## src/rtl/router_stat_sampler_if.sv

```systemverilog
// Stat sampler bundle: router request/grant matrices and snapshot controls in,
// per-direction statistic records out over a valid/ready stream.
interface router_stat_sampler_if #(
  parameter int dirs_p         = 5,
  parameter int ctr_width_p    = 32,
  parameter int period_width_p = 16,
  parameter int tag_width_p    = 32
);
  localparam int dir_width_lp = (dirs_p > 1) ? $clog2(dirs_p) : 1;

  logic [dirs_p*dirs_p-1:0]  req;
  logic [dirs_p*dirs_p-1:0]  yumi;
  logic                      snap_v;
  logic [tag_width_p-1:0]    snap_tag;
  logic [period_width_p-1:0] period;
  logic                      stat_v;
  logic                      stat_ready;
  logic [tag_width_p-1:0]    stat_tag;
  logic [dir_width_lp-1:0]   stat_dir;
  logic [ctr_width_p-1:0]    stat_idle;
  logic [ctr_width_p-1:0]    stat_util;
  logic [ctr_width_p-1:0]    stat_stall;
  logic [ctr_width_p-1:0]    stat_arb;
  logic                      busy;
  logic [ctr_width_p-1:0]    snap_drop;

  modport master (
    input  req, yumi, snap_v, snap_tag, period, stat_ready,
    output stat_v, stat_tag, stat_dir, stat_idle, stat_util, stat_stall, stat_arb,
           busy, snap_drop
  );

  modport slave (
    output req, yumi, snap_v, snap_tag, period, stat_ready,
    input  stat_v, stat_tag, stat_dir, stat_idle, stat_util, stat_stall, stat_arb,
           busy, snap_drop
  );
endinterface

```

## src/rtl/router_stat_sampler.sv

```systemverilog
// Per-output router traffic statistics: saturating live counters, atomic snapshots
// (external or periodic) and a one-direction-per-record drain over valid/ready.
module router_stat_sampler #(
  parameter int dims_p          = 2,
  parameter int ctr_width_p     = 32,
  parameter int period_width_p  = 16,
  parameter int clear_on_snap_p = 1,
  parameter int tag_width_p     = 32
) (
  input  logic                 clk_i,
  input  logic                 reset_i,
  router_stat_sampler_if.master bus
);
  localparam int dirs_lp      = 1 + 2*dims_p;
  localparam int dir_width_lp = (dirs_lp > 1) ? $clog2(dirs_lp) : 1;
  localparam int n_stats_lp   = 4;

  typedef enum logic {s_idle, s_send} state_e;

  logic [dirs_lp-1:0]                                   req_row [dirs_lp];
  logic [dirs_lp-1:0]                                   yumi_row [dirs_lp];
  logic [n_stats_lp-1:0][dirs_lp-1:0]                   ev;
  logic [n_stats_lp-1:0][dirs_lp-1:0][ctr_width_p-1:0] live;
  logic [n_stats_lp-1:0][dirs_lp-1:0][ctr_width_p-1:0] shadow;
  logic [period_width_p-1:0] period_cnt;
  logic [tag_width_p-1:0]    window_idx;
  logic [tag_width_p-1:0]    trig_tag;
  logic [tag_width_p-1:0]    tag_q;
  logic [dir_width_lp-1:0]   dir;
  logic [ctr_width_p-1:0]    drop_cnt;
  logic                      periodic, trig, capture, drop;
  logic                      stat_v_q, busy_q;
  state_e                    state;

  function automatic logic multi_hot(input logic [dirs_lp-1:0] x);
    return (x & (x - dirs_lp'(1))) != '0;
  endfunction

  function automatic logic [ctr_width_p-1:0] sat_inc(input logic [ctr_width_p-1:0] v,
                                                     input logic e);
    return (e && (v != '1)) ? v + ctr_width_p'(1) : v;
  endfunction

  // Stat index order: 0 idle, 1 util, 2 stall, 3 arb.
  always_comb begin
    req_row  = '{default: '0};
    yumi_row = '{default: '0};
    ev       = '0;
    for (int o = 0; o < dirs_lp; o++) begin
      req_row[o]  = bus.req[o*dirs_lp +: dirs_lp];
      yumi_row[o] = bus.yumi[o*dirs_lp +: dirs_lp];
      ev[0][o] = (req_row[o] == '0);
      ev[1][o] = ((req_row[o] & yumi_row[o]) != '0);
      ev[2][o] = (req_row[o] != '0) && (yumi_row[o] == '0);
      ev[3][o] = multi_hot(req_row[o]) && (yumi_row[o] != '0);
    end
  end

  assign periodic = (bus.period != '0) && (period_cnt == bus.period - period_width_p'(1));
  assign trig     = bus.snap_v | periodic;
  assign capture  = trig && (state == s_idle);
  assign drop     = trig && (state != s_idle);
  assign trig_tag = bus.snap_v ? bus.snap_tag : {1'b0, window_idx[tag_width_p-2:0]};

  // A period shrunk below the running count lets the counter roll over before matching.
  always_ff @(posedge clk_i) begin
    if (reset_i) begin
      period_cnt <= '0;
      window_idx <= '0;
    end else begin
      if ((bus.period == '0) || periodic)
        period_cnt <= '0;
      else
        period_cnt <= period_cnt + period_width_p'(1);
      if (periodic)
        window_idx <= window_idx + tag_width_p'(1);
    end
  end

  always_ff @(posedge clk_i) begin
    if (reset_i) begin
      live     <= '0;
      shadow   <= '0;
      drop_cnt <= '0;
    end else begin
      for (int k = 0; k < n_stats_lp; k++) begin
        for (int o = 0; o < dirs_lp; o++) begin
          if (capture && (clear_on_snap_p != 0))
            live[k][o] <= ctr_width_p'(ev[k][o]);
          else
            live[k][o] <= sat_inc(live[k][o], ev[k][o]);
        end
      end
      if (capture)
        shadow <= live;
      if (drop && (drop_cnt != '1))
        drop_cnt <= drop_cnt + ctr_width_p'(1);
    end
  end

  // Shadow is frozen for the whole drain, so the muxed record fields stay stable under backpressure.
  always_ff @(posedge clk_i) begin
    if (reset_i) begin
      state    <= s_idle;
      dir      <= '0;
      tag_q    <= '0;
      stat_v_q <= 1'b0;
      busy_q   <= 1'b0;
    end else begin
      case (state)
        s_idle: begin
          if (trig) begin
            state    <= s_send;
            dir      <= '0;
            tag_q    <= trig_tag;
            stat_v_q <= 1'b1;
            busy_q   <= 1'b1;
          end
        end
        s_send: begin
          if (bus.stat_ready) begin
            if (dir == dir_width_lp'(dirs_lp-1)) begin
              state    <= s_idle;
              dir      <= '0;
              stat_v_q <= 1'b0;
              busy_q   <= 1'b0;
            end else begin
              dir <= dir + dir_width_lp'(1);
            end
          end
        end
        default: begin
          state    <= s_idle;
          stat_v_q <= 1'b0;
          busy_q   <= 1'b0;
        end
      endcase
    end
  end

  assign bus.stat_v     = stat_v_q;
  assign bus.busy       = busy_q;
  assign bus.stat_tag   = tag_q;
  assign bus.stat_dir   = dir;
  assign bus.stat_idle  = shadow[0][dir];
  assign bus.stat_util  = shadow[1][dir];
  assign bus.stat_stall = shadow[2][dir];
  assign bus.stat_arb   = shadow[3][dir];
  assign bus.snap_drop  = drop_cnt;
endmodule

```

## src/flat_wrapper.sv

```systemverilog
// flat-port wrapper written by rule: the top's interface ports become plain ports
module router_stat_sampler_flat 
#(
  parameter int dims_p          = 2,
  parameter int ctr_width_p     = 32,
  parameter int period_width_p  = 16,
  parameter int clear_on_snap_p = 1,
  parameter int tag_width_p     = 32
)
  (clk_i, reset_i, bus_req, bus_yumi, bus_snap_v, bus_snap_tag, bus_period, bus_stat_ready, bus_stat_v, bus_stat_tag, bus_stat_dir, bus_stat_idle, bus_stat_util, bus_stat_stall, bus_stat_arb, bus_busy, bus_snap_drop);
  router_stat_sampler_if #(.dirs_p(5), .ctr_width_p(ctr_width_p), .period_width_p(period_width_p), .tag_width_p(tag_width_p)) bus_i ();
  input  logic clk_i;
  input  logic reset_i;
  input wire logic [$bits(bus_i.req)-1:0] bus_req;
  input wire logic [$bits(bus_i.yumi)-1:0] bus_yumi;
  input wire logic [$bits(bus_i.snap_v)-1:0] bus_snap_v;
  input wire logic [$bits(bus_i.snap_tag)-1:0] bus_snap_tag;
  input wire logic [$bits(bus_i.period)-1:0] bus_period;
  input wire logic [$bits(bus_i.stat_ready)-1:0] bus_stat_ready;
  output wire logic [$bits(bus_i.stat_v)-1:0] bus_stat_v;
  output wire logic [$bits(bus_i.stat_tag)-1:0] bus_stat_tag;
  output wire logic [$bits(bus_i.stat_dir)-1:0] bus_stat_dir;
  output wire logic [$bits(bus_i.stat_idle)-1:0] bus_stat_idle;
  output wire logic [$bits(bus_i.stat_util)-1:0] bus_stat_util;
  output wire logic [$bits(bus_i.stat_stall)-1:0] bus_stat_stall;
  output wire logic [$bits(bus_i.stat_arb)-1:0] bus_stat_arb;
  output wire logic [$bits(bus_i.busy)-1:0] bus_busy;
  output wire logic [$bits(bus_i.snap_drop)-1:0] bus_snap_drop;
  assign bus_i.req = bus_req;
  assign bus_i.yumi = bus_yumi;
  assign bus_i.snap_v = bus_snap_v;
  assign bus_i.snap_tag = bus_snap_tag;
  assign bus_i.period = bus_period;
  assign bus_i.stat_ready = bus_stat_ready;
  assign bus_stat_v = bus_i.stat_v;
  assign bus_stat_tag = bus_i.stat_tag;
  assign bus_stat_dir = bus_i.stat_dir;
  assign bus_stat_idle = bus_i.stat_idle;
  assign bus_stat_util = bus_i.stat_util;
  assign bus_stat_stall = bus_i.stat_stall;
  assign bus_stat_arb = bus_i.stat_arb;
  assign bus_busy = bus_i.busy;
  assign bus_snap_drop = bus_i.snap_drop;
  router_stat_sampler #(.dims_p(dims_p), .ctr_width_p(ctr_width_p), .period_width_p(period_width_p), .clear_on_snap_p(clear_on_snap_p), .tag_width_p(tag_width_p)) u_core (.clk_i(clk_i), .reset_i(reset_i), .bus(bus_i));
endmodule
```

## config.mk

```make
export PLATFORM = sky130hd
export DESIGN_NAME = router_stat_sampler_flat
export DESIGN_NICKNAME = d
export VERILOG_FILES = /design/src/rtl/router_stat_sampler_if.sv /design/src/rtl/router_stat_sampler.sv /design/src/flat_wrapper.sv
export SDC_FILE = /design/constraint.sdc
export NUM_CORES = 2
export LEC_CHECK = 0
export CAP_MARGIN = 5
export CORE_MARGIN = 3
export CORE_UTILIZATION = 61
export CTS_CLUSTER_DIAMETER = 100
export DETAILED_ROUTE_END_ITERATION = 12
export PLACE_DENSITY = 0.8
export SLEW_MARGIN = 20
export SYNTH_ARGS = -nofsm -noshare
export SYNTH_HDL_FRONTEND = slang
export SYNTH_SLANG_ARGS = --single-unit
export TNS_END_PERCENT = 100
```

## constraint.sdc

```tcl
create_clock -name clk_i -period 4.9 [get_ports clk_i]
set_clock_uncertainty 0.2 [all_clocks]
set_input_delay 0.735 -clock clk_i [delete_from_list [all_inputs] [get_ports clk_i]]
set_output_delay 0.735 -clock clk_i [all_outputs]
set_load 0.03 [all_outputs]
```

==> flow_summary.toml <==
[final_layout]
final_nets = 7759
fin_util_pct = 70.62
layoutNonFillerInstCount = 9102
fillCellCount = 7700
n_antenna_cell = 0
area_growth_pct = 13.82
drive_above_1_share_pct = 6.814
final_cell_area_sq_um = 72470

[routing]
wl_met3_um = 15450
first_pass_iters = 6
drt-met1-wl_um = 75260
highest_layer = "met5"
wl_per_cell_um = 20.07
postRouteWirelength_um = 182700
ant_nets = 0
drt_iter0_markers = 6170
viasPerCell = 6.303
num_vias = 57370
wl_met2_um = 84870
drc_errors = 0

[sta]
setup_viol = 0
rsz0062_at_grt = "false"
post-route-period-util_pct = 94.69
fmax_mhz = 215.5
fin_crit_ns = 4.640
hold_ws_ns = 0.2229
hold_violations = 0
slew_violations = 0
tightest_slew_ns = 1.130
tns_ns = 0
fin_ws_ns = 0.2602
slew_headroom_pct = 24.08

[global_routing]
grt-ovfl-total = 0
antenna_found_initial = 4
grt_first_pass_wirelength_um = 290200
grt_max_degree = 242
grt_pass1_vias = 53880
grt.total_usage_pct = 32.62

[clock_tree]
cts_root_buffer = "clkbuf_16"
h-tree-depth = 4
insertion_delay_ns = 0.75
cts-hold-fix-buffers = 0
cts_setup_buffers = 0
path_clk_slew_ns = 0.06
tritoncts = "yes"
clkSinkCount = 1396
cts_resized = 0
clock_path_buffers = 3
cts_buffers = 144

[outcome]
status = "complete, no violations"

[synth]
yosys_most_used_dff = "dfxtp_1"
async_flop_share_pct = 0
synth_top_area_cell = "dfxtp_1"
synth_xor_area_share_pct = 9.114
synth_top_family_by_area = "simple AND/OR/NAND/NOR gates"
syn_area_per_cell_sq_um = 8.347
ys_seq_area_share_pct = 43.89
synth_top_area_share_pct = 43.89
synthSimpleGateAreaFrac_pct = 22.05
synth-compound-area-share_pct = 13.63
synth_edf_count = 0
syn_inst = 7628
yosysMostFrequentCell = "dfxtp_1"
synth-seq-cells = 1396
synthesis.nets = 7756
synth_adder_area_share_pct = 0.5895
syn_area_sq_um = 63670
synth_commonest_cells = "dfxtp_1, nand3_1, nor2_1, o21ai_0, a21oi_1"
ys_types = 73
synthMuxAreaShare_pct = 5.579
ys_warn_count = 0
synth.area.top_cells = "dfxtp_1, nand3_1, o21ai_0"

[place]
dp_cells = 8853
place_area_sq_um = 67630
post-place-ws_ns = 0.2348
numPortBuffers = 298
dpl.hpwl_um = 119800
gp_congestion = 0.9038

[critical_path]
worst-r2r-setup-slack_ns = 1.30
path_class = "flip-flop to output pin"
worstPathRequired_ns = 3.96
crit_end = "bus_stat_stall[0]"
crit_arrival_ns = 3.70
rr_endpoint = "u_core.bus.snap_drop[0]"
endpoint_kind = "output pin"
path_cells = "buf_4 -> mux4_2 -> inv_1 -> o21ai_0 -> clkdlybuf4s50_1"
cp_slowest_cell = "dfxtp_4"
startpoint = "u_core.bus.stat_dir[1]"
critPathMaxStageDelay_ns = 0.78
path_max_fanout = 36
timing.rr.start = "u_core.bus.snap_drop[3]"
reg2reg_depth = 8
start_kind = "flip-flop"

[floorplanning]
rows = 117
core-area_sq_um = 102600
start_util_pct = 62.05
die_height_um = 329.1
io_pins = 299
dieArea_sq_um = 108300
die_x_um = 329.1

[min_path]
hp-class = "input port to flip-flop"

[power]
power.density_nw_per_um2 = 331.9
finalPower_mw = 24.05
power.static_leakage_nw = 23.21
peakVddDrop_v = 0.0002524

[job]
cap_violations = 0
-- routing by layer --
layer  vias up  track usage [%]
met3       387            5.669
met2      2451            52.21
li1      26650                -
met4         6            12.87
met5         -                0
met1     27880            44.08
-- layout make-up --
class,instances,area (sq um),share of cell area [%]
clock buffers,216,4393,6.062
clock inverters,33,439.2,0.6060
inverters,206,780.7,1.077
multi-input cells,5451,32510,44.86
flip-flops and latches,1396,27960,38.58
well taps,1368,1712,2.362
repair buffers,432,4677,6.454
-- report_power, final --
part           switching, mW  leakage (nW)  internal (mW)
Combinational          0.933          9.57          0.398
Clock                   4.54          2.39           6.69
Sequential            0.0790          11.3           11.4
Total                   5.55          23.2           18.5
-- state kept, by name (all words and copies together) (netlist names) --
register              count
u_core.period_cnt        16
u_core.live             640
u_core.state              1
u_core.bus.stat_dir       3
u_core.bus.stat_v         1
u_core.bus.snap_drop     32
u_core.bus.stat_tag      32
u_core.shadow           640
u_core.window_idx        31
-- cells by family after synthesis --
group | count (synthesis)
flip-flops | 1396
AND/OR/NAND/NOR | 2909
buffers and inverters | 781
XOR/XNOR | 661
AO/OA/AOI/OAI | 1657
adder cells (fa/ha/maj) | 31
multiplexers | 193
-- how the worst min path moves through the flow --
stage	from	endpoint	slack, ns	cells past startpoint
floorplan	u_core.live[174]	u_core.shadow[174]	0.24	2
global placement	u_core.shadow[437]	u_core.shadow[437]	0.26	2
detailed placement	u_core.live[174]	u_core.shadow[174]	0.26	2
CTS	reset_i	u_core.window_idx[1]	0.18	2
global route	reset_i	u_core.window_idx[1]	0.21	2
finish	reset_i	u_core.window_idx[25]	0.22	2
-- cells in the final DEF, fill, tap and decap left out, types with 6 or more instances in the layout --
master              n
and4_1             84
o21ai_0           805
xnor2_1           273
or4_1              27
nand4_1           185
clkbuf_8           37
nor2b_1            28
a21oi_1           719
nand2_1           431
a211oi_1           52
nand3_1           898
nand2b_1            9
mux2i_1            50
nor4_1             42
o31ai_1             8
a31oi_1             6
o211ai_1            7
buf_4              79
bufinv_16          10
dfxtp_1          1392
nor3_1             96
clkdlybuf4s50_1   296
mux4_2            128
and3_1            129
or3_1              41
buf_12             55
nor2_1            861
clkinv_2           16
mux2_2             15
xor2_1            387
ha_1               26
clkbuf_16         151
nor3b_1             9
inv_1             205
o21a_1              6
clkbuf_1           28
and2_1             39
-- critical path, delay by kind of cell, from the launching register on --
family                 cells  cell delay (ns)
buffers and inverters      3             1.43
flip-flops                 1             0.78
multiplexers               1             0.58
AO/OA/AOI/OAI              1             0.14
No activity file was read; power rests on OpenSTA's default activity.
